===== src/rtl/mtr_drv_pkg.sv =====
// mtr_drv_pkg: shared types and constants for the dual H-bridge PWM driver.
//   dt_state_t  : dead-time FSM states
//   PERIOD_W    : width of the PWM period counter (2048-clock period)
//   DUTY_RST    : duty loaded at reset (50 %, zero speed)
//   CNT_LAST    : last count of a period, where duty buffers reload
//   spd_to_duty : offset-binary conversion of a signed speed command
package mtr_drv_pkg;

  localparam int PERIOD_W = 11;
  localparam logic [PERIOD_W-1:0] DUTY_RST = 11'h400;
  localparam logic [PERIOD_W-1:0] CNT_LAST = 11'h7FF;

  typedef enum logic [1:0] {
    BOTH_OFF = 2'd0,
    HI_ON    = 2'd1,
    LO_ON    = 2'd2
  } dt_state_t;

  // Takes spd[11:1]; flipping the sign bit turns two's complement into
  // offset binary, so zero speed lands at mid-scale.
  function automatic logic [PERIOD_W-1:0] spd_to_duty(input logic [10:0] spd_hi);
    return {~spd_hi[10], spd_hi[9:0]};
  endfunction

endpackage


===== src/rtl/mtr_drv_if.sv =====
// mtr_drv_if: command and gate bundle between the Segway math stage and mtr_drv.
//   lft_spd/rght_spd       : signed 12-bit wheel speed commands
//   OVR_I_lft/OVR_I_rght   : over-current comparators, active-high
//   lft_PWM1/2, rght_PWM1/2: high-side / low-side gate drives
//   PWM_synch              : one-clock pulse at period start
//   OVR_I_shtdwn           : latched over-current shutdown
// master = command source, slave = mtr_drv.
interface mtr_drv_if;

  logic [11:0] lft_spd;
  logic [11:0] rght_spd;
  logic        OVR_I_lft;
  logic        OVR_I_rght;
  logic        lft_PWM1;
  logic        lft_PWM2;
  logic        rght_PWM1;
  logic        rght_PWM2;
  logic        PWM_synch;
  logic        OVR_I_shtdwn;

  modport master (
    output lft_spd, rght_spd, OVR_I_lft, OVR_I_rght,
    input  lft_PWM1, lft_PWM2, rght_PWM1, rght_PWM2, PWM_synch, OVR_I_shtdwn
  );

  modport slave (
    input  lft_spd, rght_spd, OVR_I_lft, OVR_I_rght,
    output lft_PWM1, lft_PWM2, rght_PWM1, rght_PWM2, PWM_synch, OVR_I_shtdwn
  );

endinterface


===== src/rtl/pwm_deadtime.sv =====
// pwm_deadtime: one motor channel -- double-buffered duty, registered raw PWM,
// dead-time FSM driving a complementary gate pair, and (with
// MTR_DRV_OVR_I_EN) a per-period over-current fault flag.
// Ports:
//   clk, rst   : clock, async active-high reset
//   cnt, wrap  : shared period counter and its last-count strobe
//   spd_hi     : speed command bits [11:1]
//   ovr_i      : over-current comparator        (MTR_DRV_OVR_I_EN only)
//   armed      : counter is past the blank window (MTR_DRV_OVR_I_EN only)
//   kill       : force both gates low             (MTR_DRV_OVR_I_EN only)
//   fault      : fault seen this period           (MTR_DRV_OVR_I_EN only)
//   pwm1, pwm2 : high-side / low-side gates, registered
module pwm_deadtime
  import mtr_drv_pkg::*;
#(
  parameter int DEAD_CYC = 32
) (
  input  logic                clk,
  input  logic                rst,
  input  logic [PERIOD_W-1:0] cnt,
  input  logic                wrap,
  input  logic [10:0]         spd_hi,
`ifdef MTR_DRV_OVR_I_EN
  input  logic                ovr_i,
  input  logic                armed,
  input  logic                kill,
  output logic                fault,
`endif
  output logic                pwm1,
  output logic                pwm2
);

  localparam logic [7:0] DEAD_LAST = 8'(DEAD_CYC - 32'sd1);

  logic [PERIOD_W-1:0] duty_r;
  logic                raw_r;
  logic                raw_d_r;
  logic                raw_chg_s;
  logic                kill_s;
  dt_state_t           state_r;
  dt_state_t           state_nxt_s;
  logic [7:0]          dead_cnt_r;
  logic [7:0]          dead_cnt_nxt_s;

  assign raw_chg_s = raw_r ^ raw_d_r;

`ifdef MTR_DRV_OVR_I_EN
  logic fault_r;
  logic fault_now_s;

  assign kill_s      = kill;
  assign fault_now_s = ovr_i & armed & (pwm1 | pwm2);
  // Include the current cycle so a fault on the last count still counts.
  assign fault       = fault_r | fault_now_s;

  // Per-period fault flag, cleared as each period closes.
  always_ff @(posedge clk or posedge rst) begin
    if (rst) begin
      fault_r <= 1'b0;
    end else if (wrap) begin
      fault_r <= 1'b0;
    end else if (fault_now_s) begin
      fault_r <= 1'b1;
    end else begin
      fault_r <= fault_r;
    end
  end
`else
  assign kill_s = 1'b0;
`endif

  // Duty buffer: a new command only takes effect from the next period.
  always_ff @(posedge clk or posedge rst) begin
    if (rst) begin
      duty_r <= DUTY_RST;
    end else if (wrap) begin
      duty_r <= spd_to_duty(spd_hi);
    end else begin
      duty_r <= duty_r;
    end
  end

  // Raw PWM comparator and its delayed copy for edge detection.
  always_ff @(posedge clk or posedge rst) begin
    if (rst) begin
      raw_r   <= 1'b0;
      raw_d_r <= 1'b0;
    end else begin
      raw_r   <= (cnt < duty_r);
      raw_d_r <= raw_r;
    end
  end

  // Dead-time next-state: every raw edge restarts the dead window from BOTH_OFF.
  always_comb begin
    state_nxt_s    = state_r;
    dead_cnt_nxt_s = dead_cnt_r;
    case (state_r)
      BOTH_OFF: begin
        if (raw_chg_s) begin
          dead_cnt_nxt_s = 8'd0;
        end else if (dead_cnt_r == DEAD_LAST) begin
          dead_cnt_nxt_s = 8'd0;
          state_nxt_s    = raw_r ? HI_ON : LO_ON;
        end else begin
          dead_cnt_nxt_s = dead_cnt_r + 8'd1;
        end
      end
      HI_ON, LO_ON: begin
        if (raw_chg_s) begin
          state_nxt_s    = BOTH_OFF;
          dead_cnt_nxt_s = 8'd0;
        end else begin
          state_nxt_s    = state_r;
          dead_cnt_nxt_s = 8'd0;
        end
      end
      default: begin
        state_nxt_s    = BOTH_OFF;
        dead_cnt_nxt_s = 8'd0;
      end
    endcase
  end

  // State register; gates are decoded from the next state so they are
  // registered yet aligned with the state they represent.
  always_ff @(posedge clk or posedge rst) begin
    if (rst) begin
      state_r    <= BOTH_OFF;
      dead_cnt_r <= 8'd0;
      pwm1       <= 1'b0;
      pwm2       <= 1'b0;
    end else begin
      state_r    <= state_nxt_s;
      dead_cnt_r <= dead_cnt_nxt_s;
      pwm1       <= (state_nxt_s == HI_ON) & ~kill_s;
      pwm2       <= (state_nxt_s == LO_ON) & ~kill_s;
    end
  end

endmodule


===== src/rtl/mtr_drv.sv =====
// mtr_drv: dual H-bridge PWM generator with dead time and period sync.
// Optional over-current shutdown is built when MTR_DRV_OVR_I_EN is defined;
// otherwise OVR_I inputs are ignored and OVR_I_shtdwn is tied low.
// Parameters: DEAD_CYC (1..255), BLANK_CYC, OVR_LIMIT (1..7).
// Ports:
//   clk : system clock
//   rst : async active-high reset
//   bus : mtr_drv_if.slave (speed commands, OVR_I inputs, gates, sync, shutdown)
module mtr_drv
  import mtr_drv_pkg::*;
#(
  parameter int DEAD_CYC  = 32,
  parameter int BLANK_CYC = 128,
  parameter int OVR_LIMIT = 4
) (
  input logic       clk,
  input logic       rst,
  mtr_drv_if.slave  bus
);

  logic [PERIOD_W-1:0] cnt_r;
  logic                wrap_s;
  logic                synch_r;
  logic                lft_pwm1_s;
  logic                lft_pwm2_s;
  logic                rght_pwm1_s;
  logic                rght_pwm2_s;
  logic                unused_s;

  assign wrap_s = (cnt_r == CNT_LAST);

  // Free-running period counter; wraps naturally from 2047 to 0.
  always_ff @(posedge clk or posedge rst) begin
    if (rst) begin
      cnt_r <= {PERIOD_W{1'b0}};
    end else begin
      cnt_r <= cnt_r + 11'd1;
    end
  end

  // Sync registered on the last count so it is high while cnt is 0.
  always_ff @(posedge clk or posedge rst) begin
    if (rst) begin
      synch_r <= 1'b0;
    end else begin
      synch_r <= wrap_s;
    end
  end

`ifdef MTR_DRV_OVR_I_EN
  localparam logic [PERIOD_W-1:0] BLANK_L   = PERIOD_W'(BLANK_CYC);
  localparam logic [2:0]          OVR_LIM_L = 3'(OVR_LIMIT);

  logic       armed_s;
  logic       fault_lft_s;
  logic       fault_rght_s;
  logic [2:0] ovr_cnt_r;
  logic [2:0] ovr_cnt_nxt_s;
  logic       shtdwn_r;
  logic       shtdwn_nxt_s;

  assign armed_s = (cnt_r >= BLANK_L);

  // Consecutive-faulted-period counter and sticky shutdown decision.
  always_comb begin
    ovr_cnt_nxt_s = ovr_cnt_r;
    shtdwn_nxt_s  = shtdwn_r;
    if (wrap_s) begin
      if (fault_lft_s | fault_rght_s) begin
        if (ovr_cnt_r != 3'd7) begin
          ovr_cnt_nxt_s = ovr_cnt_r + 3'd1;
        end else begin
          ovr_cnt_nxt_s = ovr_cnt_r;
        end
      end else begin
        ovr_cnt_nxt_s = 3'd0;
      end
    end else begin
      ovr_cnt_nxt_s = ovr_cnt_r;
    end
    if (ovr_cnt_nxt_s >= OVR_LIM_L) begin
      shtdwn_nxt_s = 1'b1;
    end else begin
      shtdwn_nxt_s = shtdwn_r;
    end
  end

  // Shutdown state; only rst clears the latched flag.
  always_ff @(posedge clk or posedge rst) begin
    if (rst) begin
      ovr_cnt_r <= 3'd0;
      shtdwn_r  <= 1'b0;
    end else begin
      ovr_cnt_r <= ovr_cnt_nxt_s;
      shtdwn_r  <= shtdwn_nxt_s;
    end
  end

  assign bus.OVR_I_shtdwn = shtdwn_r;
  assign unused_s = ^{bus.lft_spd[0], bus.rght_spd[0]};
`else
  assign bus.OVR_I_shtdwn = 1'b0;
  assign unused_s = ^{bus.lft_spd[0], bus.rght_spd[0], bus.OVR_I_lft, bus.OVR_I_rght,
                      BLANK_CYC[0], OVR_LIMIT[0]};
`endif

  pwm_deadtime #(.DEAD_CYC(DEAD_CYC)) u_lft (
    .clk    (clk),
    .rst    (rst),
    .cnt    (cnt_r),
    .wrap   (wrap_s),
    .spd_hi (bus.lft_spd[11:1]),
`ifdef MTR_DRV_OVR_I_EN
    .ovr_i  (bus.OVR_I_lft),
    .armed  (armed_s),
    .kill   (shtdwn_nxt_s),
    .fault  (fault_lft_s),
`endif
    .pwm1   (lft_pwm1_s),
    .pwm2   (lft_pwm2_s)
  );

  pwm_deadtime #(.DEAD_CYC(DEAD_CYC)) u_rght (
    .clk    (clk),
    .rst    (rst),
    .cnt    (cnt_r),
    .wrap   (wrap_s),
    .spd_hi (bus.rght_spd[11:1]),
`ifdef MTR_DRV_OVR_I_EN
    .ovr_i  (bus.OVR_I_rght),
    .armed  (armed_s),
    .kill   (shtdwn_nxt_s),
    .fault  (fault_rght_s),
`endif
    .pwm1   (rght_pwm1_s),
    .pwm2   (rght_pwm2_s)
  );

  assign bus.lft_PWM1  = lft_pwm1_s;
  assign bus.lft_PWM2  = lft_pwm2_s;
  assign bus.rght_PWM1 = rght_pwm1_s;
  assign bus.rght_PWM2 = rght_pwm2_s;
  assign bus.PWM_synch = synch_r;

endmodule


===== src/flat_wrapper.sv =====
// flat-port wrapper written by rule: the top's interface ports become plain ports
module mtr_drv_flat import mtr_drv_pkg::*;
#(
  parameter int DEAD_CYC  = 32,
  parameter int BLANK_CYC = 128,
  parameter int OVR_LIMIT = 4
)
  (clk, rst, bus_lft_spd, bus_rght_spd, bus_OVR_I_lft, bus_OVR_I_rght, bus_lft_PWM1, bus_lft_PWM2, bus_rght_PWM1, bus_rght_PWM2, bus_PWM_synch, bus_OVR_I_shtdwn);
  mtr_drv_if bus_i ();
  input logic clk;
  input logic rst;
  input wire logic [$bits(bus_i.lft_spd)-1:0] bus_lft_spd;
  input wire logic [$bits(bus_i.rght_spd)-1:0] bus_rght_spd;
  input wire logic [$bits(bus_i.OVR_I_lft)-1:0] bus_OVR_I_lft;
  input wire logic [$bits(bus_i.OVR_I_rght)-1:0] bus_OVR_I_rght;
  output wire logic [$bits(bus_i.lft_PWM1)-1:0] bus_lft_PWM1;
  output wire logic [$bits(bus_i.lft_PWM2)-1:0] bus_lft_PWM2;
  output wire logic [$bits(bus_i.rght_PWM1)-1:0] bus_rght_PWM1;
  output wire logic [$bits(bus_i.rght_PWM2)-1:0] bus_rght_PWM2;
  output wire logic [$bits(bus_i.PWM_synch)-1:0] bus_PWM_synch;
  output wire logic [$bits(bus_i.OVR_I_shtdwn)-1:0] bus_OVR_I_shtdwn;
  assign bus_i.lft_spd = bus_lft_spd;
  assign bus_i.rght_spd = bus_rght_spd;
  assign bus_i.OVR_I_lft = bus_OVR_I_lft;
  assign bus_i.OVR_I_rght = bus_OVR_I_rght;
  assign bus_lft_PWM1 = bus_i.lft_PWM1;
  assign bus_lft_PWM2 = bus_i.lft_PWM2;
  assign bus_rght_PWM1 = bus_i.rght_PWM1;
  assign bus_rght_PWM2 = bus_i.rght_PWM2;
  assign bus_PWM_synch = bus_i.PWM_synch;
  assign bus_OVR_I_shtdwn = bus_i.OVR_I_shtdwn;
  mtr_drv #(.DEAD_CYC(DEAD_CYC), .BLANK_CYC(BLANK_CYC), .OVR_LIMIT(OVR_LIMIT)) u_core (.clk(clk), .rst(rst), .bus(bus_i));
endmodule

===== config.mk =====
export PLATFORM = sky130hd
export DESIGN_NAME = mtr_drv_flat
export DESIGN_NICKNAME = d
export VERILOG_FILES = /design/src/rtl/mtr_drv_pkg.sv /design/src/rtl/mtr_drv_if.sv /design/src/rtl/pwm_deadtime.sv /design/src/rtl/mtr_drv.sv /design/src/flat_wrapper.sv
export SDC_FILE = /design/constraint.sdc
export NUM_CORES = 1
export LEC_CHECK = 0
export BUFFER_PORTS_ARGS = -buffer_cell sky130_fd_sc_hd__buf_4
export CELL_PAD_IN_SITES_DETAIL_PLACEMENT = 1
export CELL_PAD_IN_SITES_GLOBAL_PLACEMENT = 2
export CORE_MARGIN = 5
export CORE_UTILIZATION = 41
export DETAILED_ROUTE_END_ITERATION = 12
export PLACE_DENSITY = 0.85
export SYNTH_ARGS = -nofsm -noshare
export SYNTH_HDL_FRONTEND = slang
export SYNTH_HIERARCHICAL = 1
export SYNTH_SLANG_ARGS = --single-unit
export TNS_END_PERCENT = 10

===== constraint.sdc =====
create_clock -name clk -period 2.61 [get_ports clk]
set_input_delay 0.1305 -clock clk [delete_from_list [all_inputs] [get_ports clk]]
set_output_delay 0.1305 -clock clk [all_outputs]
set_load 0.01 [all_outputs]

==> out/summary.txt, run 1 <==
Status = finished clean
Die area = 9450 um^2
Main combinational cell family by area after synthesis = simple AND/OR/NAND/NOR gates
Final TNS setup = 0 ns
Slew headroom = 0.361
Element type at the critical path start = flop
Final worst path period share = 0.686
Tot Pwr = 0.00189 W
Initial antenna violation count = 0
RSZ-0062 raised after global routing = false
Simple-gate share of the synthesized area = 0.176
EDFF count, synth = 0
Primary FF master, synth = dfrtp_1
Wirelength, routed = 6130 um
Diode count = 0
Vias in the first global route = 2379
Core area = 7330 um^2
Seq pwr share = 0.507
DRT antenna net count = 0
Final Critical Period = 1.79 ns
Via-to-Cell Ratio = 4.90
Yosys cell types = 31
Post-Syn Nets = 350
Synth Warn # = 6
R2R Setup Slk = 0.82 ns
Internal power = 0.00149 W
Pre-Repair DR Iteration Count = 4
FP Rows = 31
Clock Power Share = 0.455
Final Util = 0.527
Asr flop ratio synth = 1.00
Syn-to-layout area delta = 24.0%
Crit end category = flop
Max Fclk = 0.559 GHz
Top cells by area, synth = dfrtp_1 48%, ha_1 11%, xnor2_1 3.9%
Worst-margin pin slew = 0.958 ns
Clk_skew = 0.00906 ns
Max stage delay on crit path = 0.48 ns
Fin. Hold Viols = 0
Comb pwr share = 0.037
Max Root-Sink Buffers = 2
Worst path cell trace = ha_1 -> nand4_2 -> nor2_2 -> buf_4 -> mux2_2
Clk slew on worst S/H paths = 0.07 ns
Xor/xnor share of the synthesized area = 0.0646
Mapped Area = 3120 um^2
Seq/Total Area, Yosys = 0.499
Cts bufs inserted = 9
Clk root buf = clkbuf_8
Critical path class = flop to flop
Number of clock sinks = 62
Post-Synthesis Cells = 295
Area fraction in compound gates after synthesis = 0.0996
I/O pin total = 34
Synth top area share = 0.482
Cell type with the largest total area after synthesis = dfrtp_1
# setup viols final = 0
Net Switching = 0.000401 W
Total gr overflow = 0
Most common cell after layout, fill and taps aside = dfrtp_1
Crit path max-delay family = flip-flops
Residual DRC = 0
Worst EP arrival = 2.02 ns
NumNets Final = 407
PwrDens = 490 nW/um^2
Most frequent cells in the layout = 60 x dfrtp_1, 31 x inv_1, 30 x buf_4
Max Slew Vio Count = 0
Critical Path RT = 2.84 ns
Post-synthesis mux area share = 0.00723
Post_cts resized = 0
Sw frac = 0.211
Adder-cell area share of the yosys netlist = 0.108
Max VDD drop = 0.000285 V
Max cap viols = 0
H-tree levels = 3
Buffers plus inverters on the worst setup path = 1
Iteration-0 DRC Markers = 63
First-pass GRT wire length = 10500 um
Post-CTS setup buffers = 0
Worst-skew pair later-pin latency = 0.34 ns
Min-Delay Path Class = input port to flop
Lkg Pwr = 1.91 nW
Pin count of the biggest net entering global routing = 26
Layout cells sized above 1 = 0.199
Mean Syn Cell Area = 10.6 um^2
GPL Wtd Cong = 0.706
Synthesized flop and latch total = 62
Filler cells = 800
WL/cell = 13.4 um
Slowest CP cell = dfrtp_1
Hold_buf cts = 21
Number of port buffers = 28
CTS tree = built
Gr usage total = 0.138
Routed vias = 2234
CP Max Fanout = 22
Post-DP HPWL = 4420 um
Chip width = 97.2 um
Initial core utilization = 0.425
Die height = 97.2 um
-- kinds of logic (layout without fill, tap and decap cells) --
kind of cell | after synthesis | after routing
simple gates | 98 | 98
flops | 62 | 62
compound gates | 46 | 46
buf+inv | 36 | 98
fa+ha+maj | 27 | 27
xor+xnor | 23 | 23
mux | 2 | 2
other cells | 1 | 1
-- per-stage QoR --
stage	instances	cell area, um^2	hold WS [ns]	setup WS (ns)
floorplan	295	3120	-0.00480	1.02
global placement	419	3450	0.192	0.815
detailed placement	419	3450	0.194	0.821
CTS	456	3860	0.000783	0.796
global route	456	3860	0.00692	0.692
finish	456	3860	0.0152	0.820
-- per-layer routing --
metal  track usage  vias to the layer above  part of all wire
met5             0                        -                 0
li1              -                     1112                 -
met4        0.0454                        0             0.011
met1         0.152                     1090              0.42
met2         0.247                       26              0.53
met3        0.0467                        6             0.037
-- worst reg2reg max path, stage by stage (launching register included) --
cell     delay (ns)
dfrtp_1        0.48
ha_1           0.32
nand4_2        0.14
nor2_2         0.13
buf_4          0.24
mux2_2         0.36
-- cell usage after synthesis (all sizes together) (7+ instances only) --
cell type	count
and3	10
ha	27
o21ai	20
nor2	25
a21o	8
inv	31
and4	7
nand2	29
dfrtp	60
xor2	9
xnor2	14
nand4	8
nand3	11
-- final cells by class --
type	count	area [um^2]	area share
clock inverter	5	57.6	0.0149
multi-input combinational	197	1430	0.369
timing repair buffer	51	435	0.113
tap	99	124	0.0320
inverter	31	116	0.0301
sequential	62	1550	0.402
clock buffer	11	151	0.0392
-- worst paths after layout --
kind,cells after the start,start,end
max in group asynchronous,3,rst,u_core/u_rght/duty_r[6]
max reg2reg,5,u_core/cnt_r[0],u_core/u_lft/duty_r[0]
min in group asynchronous,3,rst,u_core/cnt_r[1]
min reg2reg,0,u_core/u_rght/raw_r,u_core/u_rght/raw_d_r
max,5,u_core/cnt_r[0],u_core/u_lft/duty_r[0]
min,3,bus_rght_spd[10],u_core/u_rght/duty_r[9]
-- power groups by stage --
stage / Sequential (W) / Clock (W) / Combinational (W)
after floorplan: 0.000979 / 0 / 0.0000161
after global placement: 0.000979 / 0 / 0.0000465
after detailed placement: 0.000979 / 0 / 0.0000473
after CTS: 0.000960 / 0.000896 / 0.0000720
after global routing: 0.000960 / 0.000942 / 0.0000799
final: 0.000961 / 0.000862 / 0.0000710
-- sequential cells by signal, indices dropped and copies added (netlist names) --
name / count
u_core/bus.PWM_synch: 1
u_core/cnt_r: 11
u_core/u_lft/dead_cnt_r: 8
u_core/u_lft/duty_r: 11
u_core/u_lft/pwm1: 1
u_core/u_lft/pwm2: 1
u_core/u_lft/raw_d_r: 1
u_core/u_lft/raw_r: 1
u_core/u_lft/state_r: 2
u_core/u_rght/dead_cnt_r: 8
u_core/u_rght/duty_r: 11
u_core/u_rght/pwm1: 1
u_core/u_rght/pwm2: 1
u_core/u_rght/raw_d_r: 1
u_core/u_rght/raw_r: 1
u_core/u_rght/state_r: 2
Power figures use the tool's default switching activity.
==> run 2: changes to the inputs <==
CORE_UTILIZATION = 34   (was 41)
PLACE_DENSITY = 0.76   (was 0.85)
clock period = 1.5 ns   (was 2.61 ns; I/O delays follow)
==> out/summary.txt, run 2 (same netlist as run 1, synthesis figures left out) <==
Layout cells sized above 1 = 0.332 (+0.134)
Final worst path period share = 1.01 (+0.322)
Total gr overflow = 0 (unchanged)
Met1 usage = 0.162 (+0.00997)
Tot Pwr = 0.00323 W (+70%)
Via-to-Cell Ratio = 4.77 (-2.7%)
Die area = 11200 um^2 (+18%)
Final TNS setup = -0.0191 ns (-0.0191 ns)
Pin count of the biggest net entering global routing = 26 (unchanged)
First-pass GRT wire length = 12300 um (+16%)
Clk_skew = 0.00871 ns (-0.000344 ns)
Top Registers = u_core/cnt_r (11), u_core/u_lft/duty_r (11), u_core/u_rght/duty_r (11)
Worst EP arrival = 1.75 ns (-0.27 ns)
Max VDD drop = 0.000493 V (+73%)
Core area = 9110 um^2 (+24%)
Cell area after layout = 4410 um^2 (+14%)
Cell Area, Placed = 3700 um^2 (+7.4%)
Failing checks = negative setup slack
DRT antenna net count = 0 (unchanged)
Most common cell after layout, fill and taps aside = buf_4
Diode count = 0 (unchanged)
Number of clock sinks = 62 (unchanged)
Vias in the first global route = 2619 (+10%)
Worst path cell trace = ha_4 -> a21o_1 -> a31oi_1 -> o21ai_1 -> a221oi_1
Worst-skew pair later-pin latency = 0.34 ns (about the same)
Critical path class = flop to flop
Min-Delay Path Class = input port to asynchronous set/reset pin
WL/cell = 14.0 um (+4.2%)
RSZ-0062 raised after global routing = true
Cts bufs inserted = 9 (unchanged)
CTS tree = built
Residual DRC = 0 (unchanged)
Final hold slack = 0.328 ns (+0.312 ns)
FF-to-FF path depth = 5 (unchanged)
Multi-input logic area = 1610 um^2 (+13%)
Fin. Hold Viols = 0 (unchanged)
Pre-Repair DR Iteration Count = 4 (unchanged)
Most frequent cells in the layout = 61 x buf_4, 59 x dfrtp_1, 29 x inv_1, 29 x nand2_1, 24 x nor2_1
Critical Path RT = 1.74 ns (-1.10 ns)
Syn-to-layout area delta = 41.4%
Max cap viols = 0 (unchanged)
Die height = 106 um (+8.8%)
Wirelength, routed = 7120 um (+16%)
Number of port buffers = 28 (unchanged)
Reg-to-reg endpoint = u_core/u_lft/raw_r
Lkg Pwr = 2.13 nW (+12%)
Filler cells = 1015 (+27%)
GPL Wtd Cong = 0.715 (+1.3%)
R2R Setup Slk = -0.01 ns (-0.83 ns)
FF/Latch Area = 1560 um^2 (about the same)
Crit end category = flop
Routed vias = 2421 (+8.4%)
Post-DP HPWL = 5030 um (+14%)
Max Slew Vio Count = 0 (unchanged)
PwrDens = 733 nW/um^2 (+49%)
Max stage delay on crit path = 0.46 ns (-0.02 ns)
Reg2reg start = u_core/cnt_r[2]
I/O pin total = 34 (unchanged)
Busiest grt layer = met2
Clk slew on worst S/H paths = 0.07 ns (about the same)
H-tree levels = 3 (unchanged)
Chip width = 106 um (+8.8%)
NumNets Final = 448 (+10%)
# setup viols final = 2 (+2)
Max Fclk = 0.662 GHz (+18%)
Initial core utilization = 0.342 (-0.0830)
Slowest CP cell = dfrtp_2
Initial antenna violation count = 0 (unchanged)
CP Max Fanout = 5 (-77%)
Final Util = 0.484 (-0.0433)
FP Rows = 35 (+13%)
Final Worst Setup Slack = -0.0113 ns (-0.831 ns)
Max Root-Sink Buffers = 2 (unchanged)
Clk root buf = clkbuf_8
Met3 usage = 0.0331 (-0.0136)
Iteration-0 DRC Markers = 60 (-4.8%)
Gr usage total = 0.136 (-0.00209)
Status = complete, but fails checks
Met2 Use GR = 0.240 (-0.00691)
Final Critical Period = 1.51 ns (-0.279 ns)
Element type at the critical path start = flop
## run 2: changes by cell type in the layout (fill, tap and decap cells not counted), sizes merged
cell / change
buf: +38
clkinv: +3
clkinvlp: -3
dlygate4sd3: +2
## run 2: power breakdown
| group | switching [W] | internal (W) | leakage (nW) | total, W |
|---|---|---|---|---|
| combinational | 0.0000520 | 0.0000801 | 1.33 | 0.000132 |
| sequential | 0 | 0.00167 | 0.708 | 0.00167 |
| clock | 0.000634 | 0.000791 | 0.102 | 0.00143 |
| total | 0.000686 | 0.00254 | 2.13 | 0.00323 |
## run 2: routing by layer
layer  vias to the layer above  routed length (um)  share of wire
met1                      1203                3060           0.43
met5                         -                   0              0
met2                        21                3810           0.54
li1                       1192                   -              -
met4                         0                  59         0.0083
met3                         5                 190          0.027
## run 2: final cells by class
cell class	count	share of cell area
Sequential cell	62	0.353
Clock buffer	10	0.0312
Inverter	31	0.0264
Clock inverter	5	0.0114
Timing Repair Buffer	92	0.181
Multi-Input combinational cell	197	0.365
Tap cell	111	0.0315
## run 2: what timing repair did
item | CTS | global route
hold buffers | 23 | 0
endpoints found under the hold margin | 82 | 0
pin swaps | 13 | 8
setup endpoints to repair | 26 | 28
cloned | 0 | 1
setup buffers | 2 | 4
gates resized for setup | 24 | 18
## run 2: worst max-delay path: cells and delay by family (launching register included)
kind | cells | cell delay (ns)
fa+ha+maj | 1 | 0.23
flops | 1 | 0.46
compound gates | 4 | 0.72
## run 2: how the worst max path moves through the flow
stage                                     start                       to  depth (start not counted)  slack [ns]
floorplan            u_core/u_lft/dead_cnt_r[0]        u_core/u_lft/pwm2                          5       -0.04
global placement                u_core/cnt_r[2]      u_core/u_rght/raw_r                          5       -0.08
detailed placement              u_core/cnt_r[2]      u_core/u_rght/raw_r                          5       -0.13
CTS                             u_core/cnt_r[8]  u_core/u_rght/duty_r[0]                          5      -0.009
global route        u_core/u_rght/dead_cnt_r[0]       u_core/u_rght/pwm1                          6       -0.07
finish                          u_core/cnt_r[2]       u_core/u_lft/raw_r                          5       -0.01
## run 2: stage by stage
step	setup slack (ns)	cells
6_report	-0.0113	508
5_1_grt	-0.0733	508
4_1_cts	-0.00873	503
3_5_place_dp	-0.128	463
3_3_place_gp	-0.0822	463
2_1_floorplan	-0.0375	295
